$ cat src/rtl/instr_encoder.sv
// -----------------------------------------------------------------------------
// instr_encoder
//   Turns a stream of instruction requests (ADD, SUB, OR, AND, ADDI, ORI, ANDI,
//   LW, SW, BEQ) into RV32I machine words. Each accepted request is written to
//   instruction memory one cycle later, at consecutive word addresses starting
//   at BASE_ADDR. A load ends on in_last or when DEPTH words have been written.
//
//   Build option: define INSTR_ENCODER_RANGE_CHECK_EN to reject immediates that
//   do not fit their encoding (a NOP is written and err is set). When it is
//   undefined, immediates are silently truncated to the encodable bits.
//
//   Parameters
//     BASE_ADDR  byte address of the first word written
//     DEPTH      maximum words per program (1..65535)
//   Ports
//     clk, rst_n            clock, async active-low reset
//     start                 pulse in IDLE begins a program load
//     in_valid / in_ready   request handshake
//     in_kind               instruction selector (10..15 invalid)
//     in_rd/in_rs1/in_rs2   register indices
//     in_imm                signed immediate (byte offset for BEQ)
//     in_last               final request of the program
//     mem_we/addr/wdata     instruction-memory write port
//     done                  one-cycle pulse after the last write
//     full                  sticky, DEPTH words written
//     err                   sticky, an encoding error occurred
// -----------------------------------------------------------------------------
module instr_encoder #(
    parameter logic [31:0] BASE_ADDR = 32'h0000_0000,
    parameter int unsigned DEPTH     = 256
) (
    input  logic        clk,
    input  logic        rst_n,
    input  logic        start,
    input  logic        in_valid,
    output logic        in_ready,
    input  logic [3:0]  in_kind,
    input  logic [4:0]  in_rd,
    input  logic [4:0]  in_rs1,
    input  logic [4:0]  in_rs2,
    input  logic [31:0] in_imm,
    input  logic        in_last,
    output logic        mem_we,
    output logic [31:0] mem_addr,
    output logic [31:0] mem_wdata,
    output logic        done,
    output logic        full,
    output logic        err
);

    // Count must be able to hold DEPTH itself (up to 65535).
    localparam int unsigned CNT_W  = 17;
    localparam int unsigned WORD_W = 32;

    localparam logic [CNT_W-1:0]  DEPTH_C  = CNT_W'(DEPTH);
    localparam logic [WORD_W-1:0] NOP_WORD = 32'h0000_0013;

    localparam logic [3:0] K_ADD  = 4'd0;
    localparam logic [3:0] K_SUB  = 4'd1;
    localparam logic [3:0] K_OR   = 4'd2;
    localparam logic [3:0] K_AND  = 4'd3;
    localparam logic [3:0] K_ADDI = 4'd4;
    localparam logic [3:0] K_ORI  = 4'd5;
    localparam logic [3:0] K_ANDI = 4'd6;
    localparam logic [3:0] K_LW   = 4'd7;
    localparam logic [3:0] K_SW   = 4'd8;
    localparam logic [3:0] K_BEQ  = 4'd9;

    localparam logic [6:0] OP_R      = 7'b0110011;
    localparam logic [6:0] OP_IMM    = 7'b0010011;
    localparam logic [6:0] OP_LOAD   = 7'b0000011;
    localparam logic [6:0] OP_STORE  = 7'b0100011;
    localparam logic [6:0] OP_BRANCH = 7'b1100011;

    localparam logic [6:0] F7_BASE = 7'b0000000;
    localparam logic [6:0] F7_SUB  = 7'b0100000;

    localparam logic [2:0] F3_ADD = 3'b000;
    localparam logic [2:0] F3_OR  = 3'b110;
    localparam logic [2:0] F3_AND = 3'b111;
    localparam logic [2:0] F3_W   = 3'b010;
    localparam logic [2:0] F3_BEQ = 3'b000;

    typedef enum logic [1:0] {
        ST_IDLE = 2'd0,
        ST_RUN  = 2'd1,
        ST_DONE = 2'd2
    } state_e;

    state_e             state_q, state_d;
    logic [CNT_W-1:0]   count_q, count_d;
    logic               in_ready_q, in_ready_d;
    logic               mem_we_q, mem_we_d;
    logic [WORD_W-1:0]  mem_addr_q, mem_addr_d;
    logic [WORD_W-1:0]  mem_wdata_q, mem_wdata_d;
    logic               done_q, done_d;
    logic               full_q, full_d;
    logic               err_q, err_d;

    logic [WORD_W-1:0]  enc_word_c;
    logic               enc_err_c;
    logic               imm12_ok_c;
    logic               imm13_ok_c;
    logic               is_is_type_c;
    logic               is_b_type_c;
    logic               accept_c;
    logic [CNT_W-1:0]   count_inc_c;

    // Immediate legality: 12-bit signed for I/S, 13-bit signed even for BEQ.
`ifdef INSTR_ENCODER_RANGE_CHECK_EN
    assign imm12_ok_c = (in_imm[31:11] == {21{in_imm[11]}});
    assign imm13_ok_c = (in_imm[31:12] == {20{in_imm[12]}}) && !in_imm[0];
`else
    logic unused_imm_c;
    assign imm12_ok_c   = 1'b1;
    assign imm13_ok_c   = 1'b1;
    assign unused_imm_c = ^{in_imm[31:13], in_imm[0]};
`endif

    assign is_is_type_c = (in_kind == K_ADDI) || (in_kind == K_ORI)  ||
                          (in_kind == K_ANDI) || (in_kind == K_LW)   ||
                          (in_kind == K_SW);
    assign is_b_type_c  = (in_kind == K_BEQ);

    // Instruction word formation; illegal kind or immediate yields a NOP.
    always_comb begin
        enc_word_c = NOP_WORD;
        enc_err_c  = 1'b0;
        unique case (in_kind)
            K_ADD:  enc_word_c = {F7_BASE, in_rs2, in_rs1, F3_ADD, in_rd, OP_R};
            K_SUB:  enc_word_c = {F7_SUB,  in_rs2, in_rs1, F3_ADD, in_rd, OP_R};
            K_OR:   enc_word_c = {F7_BASE, in_rs2, in_rs1, F3_OR,  in_rd, OP_R};
            K_AND:  enc_word_c = {F7_BASE, in_rs2, in_rs1, F3_AND, in_rd, OP_R};
            K_ADDI: enc_word_c = {in_imm[11:0], in_rs1, F3_ADD, in_rd, OP_IMM};
            K_ORI:  enc_word_c = {in_imm[11:0], in_rs1, F3_OR,  in_rd, OP_IMM};
            K_ANDI: enc_word_c = {in_imm[11:0], in_rs1, F3_AND, in_rd, OP_IMM};
            K_LW:   enc_word_c = {in_imm[11:0], in_rs1, F3_W,   in_rd, OP_LOAD};
            K_SW:   enc_word_c = {in_imm[11:5], in_rs2, in_rs1, F3_W,
                                  in_imm[4:0], OP_STORE};
            K_BEQ:  enc_word_c = {in_imm[12], in_imm[10:5], in_rs2, in_rs1, F3_BEQ,
                                  in_imm[4:1], in_imm[11], OP_BRANCH};
            default: begin
                enc_word_c = NOP_WORD;
                enc_err_c  = 1'b1;
            end
        endcase
        if ((is_is_type_c && !imm12_ok_c) || (is_b_type_c && !imm13_ok_c)) begin
            enc_word_c = NOP_WORD;
            enc_err_c  = 1'b1;
        end
    end

    assign accept_c    = in_valid && in_ready_q;
    assign count_inc_c = count_q + CNT_W'(1);

    // State register and all registered outputs.
    always_ff @(posedge clk or negedge rst_n) begin
        if (!rst_n) begin
            state_q     <= ST_IDLE;
            count_q     <= '0;
            in_ready_q  <= 1'b0;
            mem_we_q    <= 1'b0;
            mem_addr_q  <= '0;
            mem_wdata_q <= '0;
            done_q      <= 1'b0;
            full_q      <= 1'b0;
            err_q       <= 1'b0;
        end else begin
            state_q     <= state_d;
            count_q     <= count_d;
            in_ready_q  <= in_ready_d;
            mem_we_q    <= mem_we_d;
            mem_addr_q  <= mem_addr_d;
            mem_wdata_q <= mem_wdata_d;
            done_q      <= done_d;
            full_q      <= full_d;
            err_q       <= err_d;
        end
    end

    // Next-state logic. The write is registered at the acceptance edge, so the
    // FSM enters DONE in the write cycle and done appears one cycle later.
    always_comb begin
        state_d     = state_q;
        count_d     = count_q;
        mem_we_d    = 1'b0;
        mem_addr_d  = mem_addr_q;
        mem_wdata_d = mem_wdata_q;
        done_d      = 1'b0;
        full_d      = full_q;
        err_d       = err_q;

        unique case (state_q)
            ST_IDLE: begin
                if (start) begin
                    state_d = ST_RUN;
                    count_d = '0;
                    full_d  = 1'b0;
                    err_d   = 1'b0;
                end
            end
            ST_RUN: begin
                if (accept_c) begin
                    mem_we_d    = 1'b1;
                    mem_addr_d  = BASE_ADDR + (WORD_W'(count_q) << 2);
                    mem_wdata_d = enc_word_c;
                    err_d       = err_q | enc_err_c;
                    count_d     = count_inc_c;
                    if (count_inc_c == DEPTH_C) begin
                        full_d = 1'b1;
                    end
                    // in_last and reaching DEPTH together still give one done.
                    if (in_last || (count_inc_c == DEPTH_C)) begin
                        state_d = ST_DONE;
                    end
                end
            end
            ST_DONE: begin
                done_d  = 1'b1;
                state_d = ST_IDLE;
            end
            default: begin
                state_d = ST_IDLE;
            end
        endcase

        in_ready_d = (state_d == ST_RUN) && (count_d < DEPTH_C);
    end

    assign in_ready  = in_ready_q;
    assign mem_we    = mem_we_q;
    assign mem_addr  = mem_addr_q;
    assign mem_wdata = mem_wdata_q;
    assign done      = done_q;
    assign full      = full_q;
    assign err       = err_q;

endmodule

$ cat config.mk
export PLATFORM = sky130hd
export DESIGN_NAME = instr_encoder
export DESIGN_NICKNAME = d
export VERILOG_FILES = /design/src/rtl/instr_encoder.sv
export SDC_FILE = /design/constraint.sdc
export NUM_CORES = 1
export LEC_CHECK = 0
export CORE_MARGIN = 8
export CORE_UTILIZATION = 46
export CTS_CLUSTER_SIZE = 20
export DETAILED_ROUTE_END_ITERATION = 10
export PLACE_DENSITY = 0.81
export SYNTH_ARGS = -nofsm -noshare
export SYNTH_HDL_FRONTEND = slang
export SYNTH_SLANG_ARGS = --single-unit
$ cat constraint.sdc
create_clock -name clk -period 2.65 [get_ports clk]
set_input_delay 0.3975 -clock clk [delete_from_list [all_inputs] [get_ports clk]]
set_output_delay 0.3975 -clock clk [all_outputs]
set_load 0.05 [all_outputs]
==> results of run 1 <==
-- critical path, cell delays in order --
cell and delay [ns]:
clkdlybuf4s50_1 0.49, or3b_2 0.49, nand2_2 0.17, a31oi_1 0.12
nor4_1 0.31, or4b_1 0.48, a211oi_2 0.21
-- worst paths after layout --
| path | slack (ns) | end | start |
|---|---|---|---|
| hold / removal | 0.06 | mem_wdata[27]$_DFFE_PN0P_ | rst_n |
| hold reg to reg | 0.47 | mem_wdata[12]$_DFFE_PN0P_ | mem_wdata[12]$_DFFE_PN0P_ |
| setup reg to reg | 0.32 | state_q[0]$_DFF_PN0_ | count_q[5]$_DFFE_PN0P_ |
| min in group clk | 0.47 | mem_wdata[12]$_DFFE_PN0P_ | mem_wdata[12]$_DFFE_PN0P_ |
| setup / recovery | 0.24 | in_ready$_DFF_PN0_ | start |
| max in group asynchronous | 2.29 | count_q[11]$_DFF_PN0_ | rst_n |
-- power by group --
group,internal [uW],switching [uW],total (uW)
combinational,782,1600,2380
clock,529,402,931
sequential,1350,182,1530
total,2660,2180,4840
-- metrics by stage --
step           TNS (ns)  util [%]
6_report              0      63.2
5_1_grt               0      63.2
4_1_cts               0      63.2
3_5_place_dp    -0.0905      60.4
3_3_place_gp    -0.0377      60.4
2_1_floorplan         0         -
-- cell usage after synthesis, drive strengths merged, types with 2 or more instances --
cell type / count
nand2: 84
nor3b: 3
o21ai: 25
and4: 2
o32a: 3
a21boi: 2
nor3: 5
nor4: 9
and2: 2
a31oi: 6
buf: 29
nand3: 14
nand2b: 3
nand4: 7
nor2: 28
dfrtp: 70
clkbuf: 18
a211oi: 2
o31ai: 4
mux2i: 3
a31o: 2
a22o: 6
a21o: 3
mux2: 5
xnor2: 2
a221oi: 7
nand4b: 2
or4: 2
or3: 5
xor2: 3
a21oi: 8
nor2b: 4
inv: 11
-- cell type report --
cell class                 instances  area, um2
clock inverter                     6       86.3
fill                             623       2810
inverter                          11       41.3
multi-input combinational        285       1620
tap                              102        128
clock buffer                      10        128
timing repair buffer             114       1080
sequential                        70       1750
-- metal layers --
metal / vias to the layer above / part of all wire, % / GRT usage (%) / wire length [um]
met5: - / 0 / 0 / 0
met4: 0 / 1.4 / 6.63 / 138
met3: 14 / 8.8 / 6.33 / 851
met2: 126 / 49 / 29.0 / 4750
met1: 1539 / 41 / 21.2 / 3920
li1: 1538 / - / - / -
-- cell families (layout without fill, tap and decap cells) --
kind of cell / count (synthesis) / count (layout)
AO/OA/AOI/OAI: 79 / 79
XOR/XNOR: 5 / 5
adder cells (fa/ha/maj): 1 / 1
buffers and inverters: 58 / 141
flip-flops: 70 / 70
multiplexers: 8 / 8
other: 1 / 17
AND/OR/NAND/NOR: 175 / 175
-- flip-flops by register name (all words and copies together), names as in the netlist --
register,cells
full,1
err,1
state_q,2
done,1
mem_we,1
in_ready,1
mem_addr,17
mem_wdata,29
count_q,17
==> impl_metrics.py, run 1 <==
metrics = {
    "clock_tree": {
        "postCtsSetupBuffers": 0,
        "numCtsBuffers": 9,
        "cts_num_sinks": 70,
        "ctsHoldBuffers": 0,
        "clkLatencyLatePin_ns": 0.34,
        "clk_pin_slew_ns": 0.07,
        "ctsResizeCount": 0,
        "cts_tree": "yes",
        "htree_levels": 3,
        "cts-root-buf": "clkbuf_8",
        "cts_max_path_buffers": 2,
    },
    "layout": {
        "antenna_cells": 0,
        "final_cells": 598,
        "drive_gt1_share_pct": 11.9,
        "finalNetCount": 548,
        "final_cell_mix": "87 x clkdlybuf4s50_1, 83 x nand2_1, 70 x dfrtp_1",
        "final_common_cell": "clkdlybuf4s50_1",
        "design_area_mm2": 0.00483,
        "synthToLayoutAreaGrowth_pct": 33.9,
    },
    "synthesis": {
        "synth-compound-area-share_pct": 15.3,
        "synth_seq_area_share_pct": 48.5,
        "synth_top_area_share_pct": 48.5,
        "synth_cell_type_count": 61,
        "synth_ff_type": "dfrtp_1",
        "yosys.area_share.simple_pct": 23.7,
        "synth-xor-area-share_pct": 1.21,
        "async_flop_share_pct": 100,
        "synthMuxAreaShare_pct": 2.39,
        "avgSynthCellArea_um2": 9.09,
        "synth-edff-count": 0,
        "yosys.area_share.adder_pct": 0.347,
        "synth_top_family_by_area": "simple AND/OR/NAND/NOR gates",
        "yosys_warnings": 0,
        "synth_cells": 397,
        "syn_area_mm2": 0.00361,
        "yosysTopAreaCell": "dfrtp_1",
        "ys_ff_latch": 70,
        "yosys-top-cells-area": "dfrtp_1 49%, nand2_1 8.6%, buf_4 4.0%, o21ai_0 3.3%, nor2_1 2.9%",
    },
    "place": {
        "dpl.hpwl_um": 7120,
        "dp_slack_ns": -0.0905,
        "port_buffers": 88,
        "gp_congestion": 0.868,
        "dp.cells": 582,
        "dpl-instance-area_mm2": 0.00462,
    },
    "critical_path": {
        "cp-start-kind": "input port",
        "arrival_ns": 2.67,
        "cp_max_fo": 8,
        "worstRegToRegCells": 6,
        "worstPathRequired_ns": 2.91,
        "critPathCaptureType": "register",
        "worstSetupPathType": "in2reg",
    },
    "timing": {
        "finClkSkew_ns": 0.00811,
        "rsz0062_at_grt": "no",
        "tightest_slew_ns": 0.575,
        "drv_slew": 0,
        "finalWorstSetupSlack_ns": 0.240,
        "slew_headroom_pct": 61.5,
        "max_freq_mhz": 415,
        "period_share_pct": 91.0,
        "setup_viol": 0,
        "finalHoldViolCount": 0,
        "hold_ws_ns": 0.0615,
        "min_period_ns": 2.41,
    },
    "die": {
        "ioPinCount": 125,
        "initial_core_util_pct": 47.2,
        "chipWidth_um": 105,
        "core_area_mm2": 0.00765,
        "rows": 32,
        "die_h_um": 105,
        "dieArea_mm2": 0.0109,
    },
    "grt": {
        "grt_pass1_wl_um": 16200,
        "grt_overflow": 0,
        "grt_max_degree": 71,
        "grt_usage_pct": 17.8,
        "grt_pass1_vias": 3271,
        "antenna_found_initial": 0,
    },
    "worst_hold_path": {
        "hp-class": "in2async",
    },
    "drt": {
        "post_drt_wl_per_cell_um": 16.2,
        "routed_wl_um": 9660,
        "ant_nets": 0,
        "drcViolationCount": 0,
        "vias": 3217,
        "detail_route.iter0.violations": 226,
        "drt_pass1_iterations": 5,
        "avgViaCountPerCell": 5.38,
    },
    "power": {
        "power.leakage_uw": 0.00221,
        "power_uw": 4840,
        "powerDensity_mw_per_mm2": 1000,
        "irDropWorstVdd_uv": 852,
    },
    "job": {
        "cap_violations": 0,
    },
    "status": {
        "status": "finished, final reports clean",
    },
}
(Power assumes the default switching activity.)
==> run 2: changes to the inputs <==
--- a/config.mk
+++ b/config.mk
@@ -5,6 +5,7 @@
 export SDC_FILE = /design/constraint.sdc
 export NUM_CORES = 1
 export LEC_CHECK = 0
+export CAP_MARGIN = 10
 export CORE_MARGIN = 8
 export CORE_UTILIZATION = 46
 export CTS_CLUSTER_SIZE = 20
==> results of run 2 <==
Final layout, timing and power as in run 1 (identical DEF).
